**config.mk**
```make
export PLATFORM = sky130hd
export DESIGN_NAME = message_editor
export DESIGN_NICKNAME = d
export VERILOG_FILES = /design/src/rtl/msg_pkg.sv /design/src/rtl/btn_conditioner.sv /design/src/rtl/message_editor.sv
export SDC_FILE = /design/constraint.sdc
export NUM_CORES = 1
export LEC_CHECK = 0
export CORE_MARGIN = 2
export CORE_UTILIZATION = 35
export CTS_CLUSTER_SIZE = 40
export DETAILED_ROUTE_END_ITERATION = 8
export MAX_ROUTING_LAYER = met4
export PLACE_DENSITY_LB_ADDON = 0.3
export SYNTH_ARGS = -nofsm -noshare
export SYNTH_HDL_FRONTEND = slang
export SYNTH_SLANG_ARGS = --single-unit
```
**constraint.sdc**
```tcl
create_clock -name clk -period 6.48 [get_ports clk]
set_input_delay 0.648 -clock clk [delete_from_list [all_inputs] [get_ports clk]]
set_output_delay 0.648 -clock clk [all_outputs]
set_load 0.01 [all_outputs]
```
**src/rtl/msg_pkg.sv**
```systemverilog
// Shared types for the message editor.
//   MSG_LEN / CHAR_W : message geometry (16 characters of 4 bits)
//   char_t           : one character
//   msg_t            : whole message, packed {m15..m0}, m0 in bits [3:0]
//   rep_state_t      : auto-repeat state encoding
package msg_pkg;

   localparam int MSG_LEN = 16;
   localparam int CHAR_W  = 4;

   typedef logic [CHAR_W-1:0]              char_t;
   typedef logic [MSG_LEN-1:0][CHAR_W-1:0] msg_t;

   typedef enum logic [1:0] {
      REP_IDLE   = 2'd0,
      REP_DELAY  = 2'd1,
      REP_REPEAT = 2'd2
   } rep_state_t;

endpackage

```
**src/rtl/btn_conditioner.sv**
```systemverilog
// Raw push-button conditioner: 2-FF synchroniser, debounce timer and
// rising-edge detector.
//   clk    : display clock
//   reset  : asynchronous, active-high
//   raw    : unsynchronised button input
//   level  : debounced button level
//   press  : one-cycle strobe in the first cycle that level is high
module btn_conditioner #(
   parameter int DEBOUNCE_CYCLES = 50000
) (
   input  logic clk,
   input  logic reset,
   input  logic raw,
   output logic level,
   output logic press
);

   localparam int CW = $clog2(DEBOUNCE_CYCLES) + 1;
   localparam logic [CW-1:0] RELOAD = CW'(DEBOUNCE_CYCLES - 1);

   logic          sync1;
   logic          sync2;
   logic          level_d;
   logic [CW-1:0] cnt;

   // The timer counts down while the synchronised input disagrees with the
   // accepted level; DEBOUNCE_CYCLES consecutive disagreeing cycles flip it.
   always_ff @(posedge clk or posedge reset) begin
      if (reset) begin
         sync1   <= 1'b0;
         sync2   <= 1'b0;
         level   <= 1'b0;
         level_d <= 1'b0;
         cnt     <= RELOAD;
      end else begin
         sync1   <= raw;
         sync2   <= sync1;
         level_d <= level;
         if (sync2 == level) begin
            cnt <= RELOAD;
         end else if (cnt == '0) begin
            level <= sync2;
            cnt   <= RELOAD;
         end else begin
            cnt <= cnt - 1'b1;
         end
      end
   end

   assign press = level & ~level_d;

endmodule

```
**src/rtl/message_editor.sv**
```systemverilog
// Push-button message editor. Edits a 16 x 4-bit shadow buffer and publishes
// it to the live message bus on commit.
//   clk          : display clock
//   reset        : asynchronous, active-high
//   btn_next     : raw button, advance cursor
//   btn_inc      : raw button, increment character at cursor
//   btn_commit   : raw button, copy shadow to live
//   message      : live buffer {m15..m0}
//   cursor       : index of character being edited
//   edit_char    : shadow character at cursor
//   dirty        : shadow edited since last commit
//   commit_pulse : one-cycle strobe aligned with a new message
// Build option: MSG_EDITOR_AUTOREPEAT_EN enables auto-repeat on a held inc.
//
// Repeat FSM:
//   state      | meaning
//   REP_IDLE   | inc not held, or repeat not yet armed
//   REP_DELAY  | inc held, waiting REPEAT_DELAY before first repeat
//   REP_REPEAT | inc held, one repeat every REPEAT_PERIOD cycles
module message_editor
   import msg_pkg::*;
#(
   parameter int          DEBOUNCE_CYCLES = 50000,
   parameter int          REPEAT_DELAY    = 2500000,
   parameter int          REPEAT_PERIOD   = 1000000,
   parameter logic [63:0] INIT_MSG        = 64'h0
) (
   input  logic        clk,
   input  logic        reset,
   input  logic        btn_next,
   input  logic        btn_inc,
   input  logic        btn_commit,
   output logic [63:0] message,
   output logic [3:0]  cursor,
   output logic [3:0]  edit_char,
   output logic        dirty,
   output logic        commit_pulse
);

   logic next_level,   next_press;
   logic inc_level,    inc_press;
   logic commit_level, commit_press;
   logic rep_pulse;

   btn_conditioner #(.DEBOUNCE_CYCLES(DEBOUNCE_CYCLES)) u_next (
      .clk(clk), .reset(reset), .raw(btn_next),
      .level(next_level), .press(next_press)
   );

   btn_conditioner #(.DEBOUNCE_CYCLES(DEBOUNCE_CYCLES)) u_inc (
      .clk(clk), .reset(reset), .raw(btn_inc),
      .level(inc_level), .press(inc_press)
   );

   btn_conditioner #(.DEBOUNCE_CYCLES(DEBOUNCE_CYCLES)) u_commit (
      .clk(clk), .reset(reset), .raw(btn_commit),
      .level(commit_level), .press(commit_press)
   );

   logic unused_levels;
   assign unused_levels = next_level ^ commit_level;

`ifdef MSG_EDITOR_AUTOREPEAT_EN
   localparam int DW = $clog2(REPEAT_DELAY) + 1;
   localparam int PW = $clog2(REPEAT_PERIOD) + 1;
   // The FSM is armed on the edge that ends the press cycle and rep_pulse is
   // registered, so loading DELAY-2 lands the first repeat REPEAT_DELAY
   // cycles after the press pulse.
   localparam logic [DW-1:0] DELAY_LOAD  = DW'(REPEAT_DELAY - 2);
   localparam logic [PW-1:0] PERIOD_LOAD = PW'(REPEAT_PERIOD - 1);

   rep_state_t    rep_state;
   logic [DW-1:0] delay_cnt;
   logic [PW-1:0] period_cnt;

   always_ff @(posedge clk or posedge reset) begin
      if (reset) begin
         rep_state  <= REP_IDLE;
         delay_cnt  <= '0;
         period_cnt <= '0;
         rep_pulse  <= 1'b0;
      end else begin
         rep_pulse <= 1'b0;
         if (!inc_level) begin
            rep_state  <= REP_IDLE;
            delay_cnt  <= '0;
            period_cnt <= '0;
         end else begin
            case (rep_state)
               REP_IDLE: begin
                  if (inc_press) begin
                     rep_state <= REP_DELAY;
                     delay_cnt <= DELAY_LOAD;
                  end
               end
               REP_DELAY: begin
                  if (delay_cnt == '0) begin
                     rep_pulse  <= 1'b1;
                     rep_state  <= REP_REPEAT;
                     period_cnt <= PERIOD_LOAD;
                  end else begin
                     delay_cnt <= delay_cnt - 1'b1;
                  end
               end
               REP_REPEAT: begin
                  if (period_cnt == '0) begin
                     rep_pulse  <= 1'b1;
                     period_cnt <= PERIOD_LOAD;
                  end else begin
                     period_cnt <= period_cnt - 1'b1;
                  end
               end
               default: rep_state <= REP_IDLE;
            endcase
         end
      end
   end
`else
   logic unused_inc_level;
   assign unused_inc_level = inc_level;
   assign rep_pulse        = 1'b0;
`endif

   msg_t live;
   msg_t shadow;

   // One action per cycle; lower-priority strobes in the same cycle are lost.
   always_ff @(posedge clk or posedge reset) begin
      if (reset) begin
         live         <= msg_t'(INIT_MSG);
         shadow       <= msg_t'(INIT_MSG);
         cursor       <= 4'd0;
         dirty        <= 1'b0;
         commit_pulse <= 1'b0;
      end else begin
         commit_pulse <= 1'b0;
         if (commit_press) begin
            live         <= shadow;
            dirty        <= 1'b0;
            commit_pulse <= 1'b1;
         end else if (next_press) begin
            cursor <= cursor + 4'd1;
         end else if (inc_press || rep_pulse) begin
            shadow[cursor] <= shadow[cursor] + char_t'(1);
            dirty          <= 1'b1;
         end
      end
   end

   assign message   = live;
   assign edit_char = shadow[cursor];

endmodule
```
Word level (Yosys, flattened, before mapping):

Index checks and enable logic that the tools add are counted.

* register bits after elaboration: 197
* input port bits: 5
* output and inout bits: 74
* logic and storage cells: 98

* add/subtract/negate cells: 5
* magnitude comparators: 2
* eq/ne operators: 4
* mux-type cells: 15
* bitwise operators: 11
* reduce and logical (&&, ||, !) cells: 11

Operators by type and width (count)
* 2-to-1 mux 17 bit: 6
* bitwise mux 64 bit: 1
* zero test 17 bit: 3
* subtractor 17 x 1 -> 17 bit (second input constant): 3
* binary-select mux 4 bit (select 4 bit): 1
* demux 4 bit (select 4 bit): 1
* AND reduction 2 bit: 5
* adder 4 x 1 -> 4 bit (second input constant): 2
* 2-to-1 mux 4 bit: 2
* NOT 1 bit: 8
* less-than comparator 4 x 5 -> 1 bit (second input constant): 1
* greater-or-equal comparator 4 x 1 -> 1 bit (second input constant): 1
* 2-to-1 mux 1 bit: 4
* AND 1 bit: 3
* == test 1 bit: 3
* AND reduction 3 bit: 1
* inequality test 2 x 1 -> 1 bit (second input constant): 1
* nonzero test 2 bit: 1
* logical AND 1 bit: 1

Longest topological paths before layout:

Gate-level depths: netlist of run 1.

* depth in word-level cells: 5
* gate-level depth with buffers: 10
* mapped depth without buffers: 7

Cells and area by module:

Synthesis of run 1 repeated with hierarchy kept, for this count alone.

* cells, all modules: 671
* area, all modules: 8615.8 um^2

By module, submodules not included
* message_editor: times used 1, cells each 401, area each 5594.1 um^2, sequential area each 3353.2 um^2
* btn_conditioner: times used 3, cells each 90, area each 1007.2 um^2, sequential area each 536.8 um^2

Worst setup path after synthesis of run 1:

OpenSTA, ideal clock, no wires.

* kind: register to register
* start point: reg cursor[0]
* end point: reg shadow[34] (netlist bit)
* library setup time: 0.125 ns
* arrival time: 2.767 ns
* data required time: 6.355 ns
* slack: 3.589 ns
* cell stages (with the launch flop): 11
* buffers on the path: 4
* period minus slack after synthesis: 2.891 ns
* path through: dfrtp_1 -> buf_6 -> buf_4 -> mux4_2 -> a22oi_1 -> nand3_2 -> buf_1 -> ha_1 -> xor2_2 -> buf_6 -> mux2_2

* elaborated cells between the ends (all ways): 9
* classes of those cells: 1 x add/sub; 2 x order compare; 5 x mux; 1 x reduce/logical

RTL lines
* start: declaration: RTL line message_editor.sv:34 `output logic [3:0] cursor,`
* start signal: assignment: RTL line message_editor.sv:142 `cursor <= cursor + 4'd1;`
* binary-select mux 4 bit (select 4 bit)
* 2-to-1 mux 4 bit
* net edit_char[0]: RTL line message_editor.sv:35 `output logic [3:0] edit_char,`
* adder 4 x 1 -> 4 bit: RTL line message_editor.sv:144 `shadow[cursor] <= shadow[cursor] + char_t'(1);`
* bitwise mux 64 bit: RTL line message_editor.sv:144
* end signal: assignment: RTL line message_editor.sv:131 `shadow <= msg_t'(INIT_MSG);`
* end signal: indexed assignment: RTL line message_editor.sv:144
* end: declaration: RTL line message_editor.sv:125 `msg_t shadow;`

The timed path passes the listed nets, and every way through them passes these cells. The select of a mux whose other input is x is not followed.
A chain may end at the register's enable or synchronous reset.

Final worst setup path of run 1:

* start point: reg cursor[0]
* end point: out edit_char[0]

* longest elaborated chain between the ends: 2

RTL lines
* binary-select mux 4 bit (select 4 bit): RTL line message_editor.sv:151 `assign edit_char = shadow[cursor];`
* 2-to-1 mux 4 bit (not written as such): RTL line message_editor.sv:151
* end: declaration: RTL line message_editor.sv:35

No other way between the ends. The select of a mux whose other input is x is not followed.

==> results of run 1 <==
cell type report:
cell class | count | area, sq um
Timing Repair Buffer | 81 | 803.3
Tap cell | 319 | 399.1
Inverter | 10 | 45.04
Clock inverter | 12 | 101.3
Fill cell | 2233 | 13500
Sequential cell | 197 | 4964
Clock buffer | 20 | 466.7
Multi-Input combinational cell | 546 | 3336
power by group through the flow:
stage	logic (W)	registers, W	clock network, W
2_1_floorplan	0.0000321	0.00127	0
3_3_place_gp	0.0000458	0.00127	0
3_5_place_dp	0.0000467	0.00127	0
4_1_cts	0.0000467	0.00124	0.00105
5_1_grt	0.0000525	0.00124	0.00111
6_report	0.0000439	0.00124	0.00102
worst paths after layout:
| kind | start | endpoint | cells past startpoint |
|---|---|---|---|
| max | cursor[0] | edit_char[0] | 4 |
| min | u_inc.sync1 | u_inc.sync2 | 0 |
| max reg2reg | cursor[0] | shadow[38] | 6 |
| min reg2reg | u_inc.sync1 | u_inc.sync2 | 0 |
| max in group asynchronous | reset | message[9] | 3 |
| min in group asynchronous | reset | u_next.sync2 | 2 |
registers in the layout (all words and copies together), names as in the netlist, 4 cells and up:
signal	flops
u_commit.cnt	17
message	64
cursor	4
u_inc.cnt	17
u_next.cnt	17
shadow	64
critical path, stage by stage (launching register included):
cell             delay [ps]
dfrtp_1                1080
mux4_1                  670
a22oi_1                 270
nand3_2                 440
clkdlybuf4s50_1         630
routing by layer:
metal  share of wire, %  global-route usage (%)  routed length (microns)
met5                  0                       -                        0
met3                5.3                   4.741                      959
met2                 47                   23.73                     8560
met1                 47                   20.15                     8520
met4               0.78                   3.678                      142
cell usage after synthesis:
cell        n
a21o_1      1
a21oi_1    18
a21oi_2    10
a22oi_1     2
a31oi_1     1
and2_1      3
and3_1      2
buf_1       8
buf_2       1
buf_4       1
buf_6       3
clkbuf_1   15
dfrtp_1   170
dfstp_2    27
ha_1       11
inv_1      10
mux2_2     36
mux4_1      9
mux4_2      9
nand2_1   252
nand2b_1    4
nand3_1    15
nand3_2     2
nand3b_1    1
nand4b_1    3
nor2_1     70
nor2b_1     5
nor3_1     17
nor3b_1     1
nor4_1     12
nor4b_4     1
o21ai_0     7
o41ai_1     1
or4_1       5
xnor2_1    33
xor2_1     13
xor2_2      1
xor2_4      1
metrics by stage:
step / cells / instance area, sq um / hold WS, ps / util [%] / total power [W]
global route: 1185 / 10110 / 364.9 / 42.84 / 0.002404
detailed placement: 1153 / 9547 / 336.2 / 40.43 / 0.001314
finish: 1185 / 10110 / 350.1 / 42.84 / 0.002313
global placement: 1153 / 9547 / 336.6 / 40.43 / 0.001313
CTS: 1185 / 10110 / 351.6 / 42.84 / 0.002343
floorplan: 781 / 8467 / 331.2 / - / 0.001298
layout by cell type (no fill, tap or decap), types with 2 or more instances in the layout:
cell | netlist | routed
dfrtp_1 | 170 | 170
mux4_1 | 9 | 9
o21ai_0 | 7 | 7
nand2b_1 | 4 | 3
nand4b_1 | 3 | 3
a21oi_2 | 10 | 10
dfstp_2 | 27 | 27
and3_1 | 2 | 2
inv_6 | 0 | 2
nand3_2 | 2 | 2
mux4_2 | 9 | 9
xnor2_1 | 33 | 33
clkbuf_8 | 0 | 3
nor3_1 | 17 | 17
ha_1 | 11 | 11
inv_1 | 10 | 8
nor2b_1 | 5 | 5
a22oi_1 | 2 | 2
or4_1 | 5 | 5
clkbuf_16 | 0 | 17
clkdlybuf4s50_1 | 0 | 78
buf_4 | 1 | 3
nor4_1 | 12 | 12
clkinvlp_4 | 0 | 2
and2_1 | 3 | 3
mux2_2 | 36 | 36
a21oi_1 | 18 | 18
nand2_1 | 252 | 252
xor2_1 | 13 | 13
clkinv_2 | 0 | 6
nand3_1 | 15 | 15
nor2_1 | 70 | 70
cell families (layout without fill, tap and decap cells):
family	after synthesis	after routing	share of synthesized area, %
adder cells (fa/ha/maj)	11	11	1.626
flip-flops	197	197	58.62
XOR/XNOR	48	48	5.276
buffers and inverters	38	123	2.010
AND/OR/NAND/NOR	393	393	19.54
multiplexers	54	54	9.975
AO/OA/AOI/OAI	40	40	2.956
==> impl_metrics.env, run 1 <==
export IMPL_period_needed_ps=4179
export IMPL_num_io_pins=79
export IMPL_yosysTopAreaCell="dfrtp_1"
export IMPL_synth_avg_cell_area_sq_um=10.84
export IMPL_synth_seq_area_share_pct=58.62
export IMPL_finalSetupViolCount=0
export IMPL_drive_gt1_share_pct=14.43
export IMPL_clkPwrFrac_pct=44.3
export IMPL_drc=0
export IMPL_ys_ff_latch=197
export IMPL_core_sq_mm=0.02361
export IMPL_fin_setup_tns_ps=0
export IMPL_vias=5584
export IMPL_hold_viol=0
export IMPL_rows=56
export IMPL_switching_power_w=0.0005046
export IMPL_intPower_w=0.001808
export IMPL_die_w_microns=159.5
export IMPL_pre_cts_slack_ps=2628
export IMPL_seqPwrFrac_pct=53.8
export IMPL_root_buffer="clkbuf_16"
export IMPL_h_tree_depth=4
export IMPL_synth_top_area_share_pct=50.24
export IMPL_peakVddDrop_uv=198.0
export IMPL_gp_congestion=0.7551
export IMPL_die_h_microns=159.5
export IMPL_drv_cap=0
export IMPL_cts_setup_buffers=0
export IMPL_power_density_mw_per_mm2=228.7
export IMPL_clock_skew_ps=10.60
export IMPL_comb_power_share_pct=1.9
export IMPL_critPathKind="reg -> out"
export IMPL_hold_buffers=0
export IMPL_grt_usage_pct=15.47
export IMPL_clk_latency_ps=430
export IMPL_diodes=0
export IMPL_ys_warn_count=0
export IMPL_fin_crit_sh_pct=64.49
export IMPL_post_drt_wl_per_cell_microns=15.34
export IMPL_max_freq_ghz=0.2393
export IMPL_grt_pass1_vias=5598
export IMPL_cts_buffers=17
export IMPL_overflow=0
export IMPL_regToRegSetupSlack_ps=2630
export IMPL_dpl_hpwl_microns=12010
export IMPL_drt_pass1_iter_count=4
export IMPL_clock_sinks=197
export IMPL_cts_resized=0
export IMPL_outcome="complete, no violations"
export IMPL_synth_cell_type_count=38
export IMPL_viasPerCell=4.712
export IMPL_grt_pass1_wl_microns=30610
export IMPL_crit_path_start_kind="flip-flop"
export IMPL_cts_buffer_depth=2
export IMPL_drtIter0Drc=355
export IMPL_io_buffers=78
export IMPL_antenna_found_initial=0
export IMPL_hp_class="reg -> reg"
export IMPL_setup_ws_ps=2301
export IMPL_die_area_sq_mm=0.02545
export IMPL_syn_nets=797
export IMPL_synth_area_sq_mm=0.008467
export IMPL_start_util_pct=35.86
export IMPL_cts_tree="done"
export IMPL_switching_share_pct=21.82
export IMPL_ys_top_cells_by_area="dfrtp_1 50%, nand2_1 11%, dfstp_2 8.4%"
export IMPL_rsz0062_at_grt="false"
export IMPL_drt_wl_total_microns=18180
export IMPL_netlist_instances=781
export IMPL_num_nets_final=869
export IMPL_crit_path_max_fanout=22
export IMPL_arrival_ps=3530
export IMPL_drtAntennaViolNets=0
export IMPL_area_growth_syn_to_layout_pct=19.46
export IMPL_grt_max_degree=144
export IMPL_drv_slew=0
export IMPL_slew_headroom_pct=26.10
export IMPL_required_ps=5830
export IMPL_worst_pin_slew_ps=1108
export IMPL_cp_end_kind="output port"
export IMPL_cellLeakagePower_nw=4.725
export IMPL_path_clk_slew_ps=70
No activity file was read; power rests on OpenSTA's default activity.
==> run 2: changes to the inputs <==
==> constraint.sdc (replaced) <==
create_clock -name clk -period 4.31 [get_ports clk]
set_input_delay 0.431 -clock clk [delete_from_list [all_inputs] [get_ports clk]]
set_output_delay 0.431 -clock clk [all_outputs]
set_load 0.01 [all_outputs]
==> run 2 against run 1 <==
Clock power is 65% higher. Global-route usage barely moved. Cell count is 0.34% higher. Setup slack lost 1500 ps. Die area unchanged. Via count increased by 1.2%. Sequential share of layout area is 0.52 points lower. Register-to-register slack got worse by 1700 ps. Clock skew down 2.7 ps. Critical path type unchanged. Largest power group unchanged. Highest routed layer unchanged.
==> impl_metrics.env, run 2 (same netlist as run 1, synthesis figures left out) <==
export IMPL_max_freq_ghz=0.2850
export IMPL_power_density_mw_per_mm2=353.8
export IMPL_die_w_microns=159.5
export IMPL_core_sq_mm=0.02361
export IMPL_gr_usage_met3_pct=2.943
export IMPL_drt_wl_total_microns=18320
export IMPL_diodes=0
export IMPL_slew_headroom_pct=41.00
export IMPL_fill_cells=2282
export IMPL_overflow=0
export IMPL_dp_cells=1157
export IMPL_num_nets_final=873
export IMPL_path_cells="buf_4 -> mux4_1 -> mux4_2 -> clkdlybuf4s50_1"
export IMPL_crit_path_max_fanout=16
export IMPL_path_buf_inv=2
export IMPL_num_io_pins=79
export IMPL_start_util_pct=35.86
export IMPL_grt_max_degree=86
export IMPL_clk_latency_ps=420
export IMPL_crit_slowest_cell="mux4_1"
export IMPL_worst_pin_slew_ps=878.3
export IMPL_arrival_ps=3080
export IMPL_grt_pass1_vias=5623
export IMPL_antenna_found_initial=0
export IMPL_worstReg2RegEnd="shadow[22]"
export IMPL_final_common_cell="nand2_1"
export IMPL_rows=56
export IMPL_post_drt_wl_per_cell_microns=15.41
export IMPL_fin_setup_tns_ps=0
export IMPL_regToRegSetupSlack_ps=920
export IMPL_grtUsageMet2_pct=23.28
export IMPL_fin_area_sq_mm=0.01022
export IMPL_fin_crit_sh_pct=81.40
export IMPL_cts_resized=0
export IMPL_cpPeakStageDelay_ps=630
export IMPL_dpl_hpwl_microns=12320
export IMPL_drc=0
export IMPL_required_ps=3880
export IMPL_drtIter0Drc=381
export IMPL_die_h_microns=159.5
export IMPL_cts_tree="done"
export IMPL_cts_setup_buffers=0
export IMPL_final_util_pct=43.30
export IMPL_cp_end_kind="output port"
export IMPL_crit_path_start_kind="flip-flop"
export IMPL_hp_class="reg -> reg"
export IMPL_drive_gt1_share_pct=14.83
export IMPL_area_growth_syn_to_layout_pct=20.75
export IMPL_gp_congestion=0.7980
export IMPL_h_tree_depth=4
export IMPL_busiest_layer="met2"
export IMPL_min_delay_path_depth=0
export IMPL_clock_skew_ps=7.880
export IMPL_grt_usage_pct=15.47
export IMPL_hold_buffers=0
export IMPL_finalSetupViolCount=0
export IMPL_viasPerCell=4.754
export IMPL_crit_family="multiplexers"
export IMPL_placed_cell_area_sq_mm=0.009598
export IMPL_drt_pass1_iter_count=4
export IMPL_outcome="complete, no violations"
export IMPL_die_area_sq_mm=0.02545
export IMPL_drv_slew=0
export IMPL_layout_common_cells="252 x nand2_1, 170 x dfrtp_1, 78 x clkdlybuf4s50_1"
export IMPL_root_buffer="clkbuf_16"
export IMPL_worst_r2r_path_depth=7
export IMPL_critPathKind="reg -> out"
export IMPL_cts_buffer_depth=2
export IMPL_period_needed_ps=3509
export IMPL_final_cells=1189
export IMPL_r2r_start="cursor[0]"
export IMPL_use_met1_pct=21.65
export IMPL_peakVddDrop_uv=232.8
export IMPL_drtAntennaViolNets=0
export IMPL_cts_buffers=17
export IMPL_holdPathEnd="u_inc.sync2"
export IMPL_drv_cap=0
export IMPL_grt_pass1_wl_microns=30500
export IMPL_cellLeakagePower_nw=4.766
export IMPL_vias=5652
export IMPL_hold_viol=0
export IMPL_io_buffers=78
export IMPL_path_clk_slew_ps=70
export IMPL_rsz0062_at_grt="false"
export IMPL_hold_path_startpoint="u_inc.sync1"
export IMPL_clock_sinks=197
run 2: changes by cell type in the layout (fill, tap and decap cells not counted), sizes merged:
cell      before  now
bufinv         1    3
clkbuf        20   19
buf            3    7
clkinv         7    4
clkinvlp       2    4
run 2: worst max-delay path by stage:
stage	from	to	slack, ps	cells after the start
2_1_floorplan	reset	commit_pulse	1350	1
3_3_place_gp	cursor[0]	shadow[42]	1010	7
3_5_place_dp	cursor[0]	shadow[22]	960	7
4_1_cts	cursor[0]	edit_char[3]	750	4
5_1_grt	cursor[0]	edit_char[3]	680	4
6_report	cursor[0]	edit_char[3]	800	4
run 2: where the power goes:
group	internal, W	total [W]	leakage [nW]	switching, W
Clock	0.000955	0.00168	0.298	0.000722
Sequential	0.00186	0.00187	2.65	0.00000693
Combinational	0.0000159	0.0000698	1.82	0.0000539
run 2: final cells by class:
type	instances	area (sq um)	area share, %
clock inverters	13	172.7	1.689
clock buffers	19	452.9	4.430
inverters	10	41.29	0.4039
flip-flops and latches	197	4964	48.55
repair buffers	85	858.3	8.396
multi-input cells	546	3336	32.63
well taps	319	399.1	3.904
run 2: through the flow:
stage	hold WS, ps	total power, W	setup WS, ps
5_1_grt	360.1	0.003750	676.3
2_1_floorplan	331.2	0.001953	1355
3_5_place_dp	334.7	0.001979	960.9
4_1_cts	351.2	0.003662	752.4
6_report	349.7	0.003618	801.5
3_3_place_gp	333.3	0.001978	1010
run 2: routing by layer:
layer / vias to the layer above / wire length (microns)
met5: - / 0
met2: 103 / 8529
met4: 0 / 157
li1: 2741 / -
met1: 2796 / 8938
met3: 12 / 696
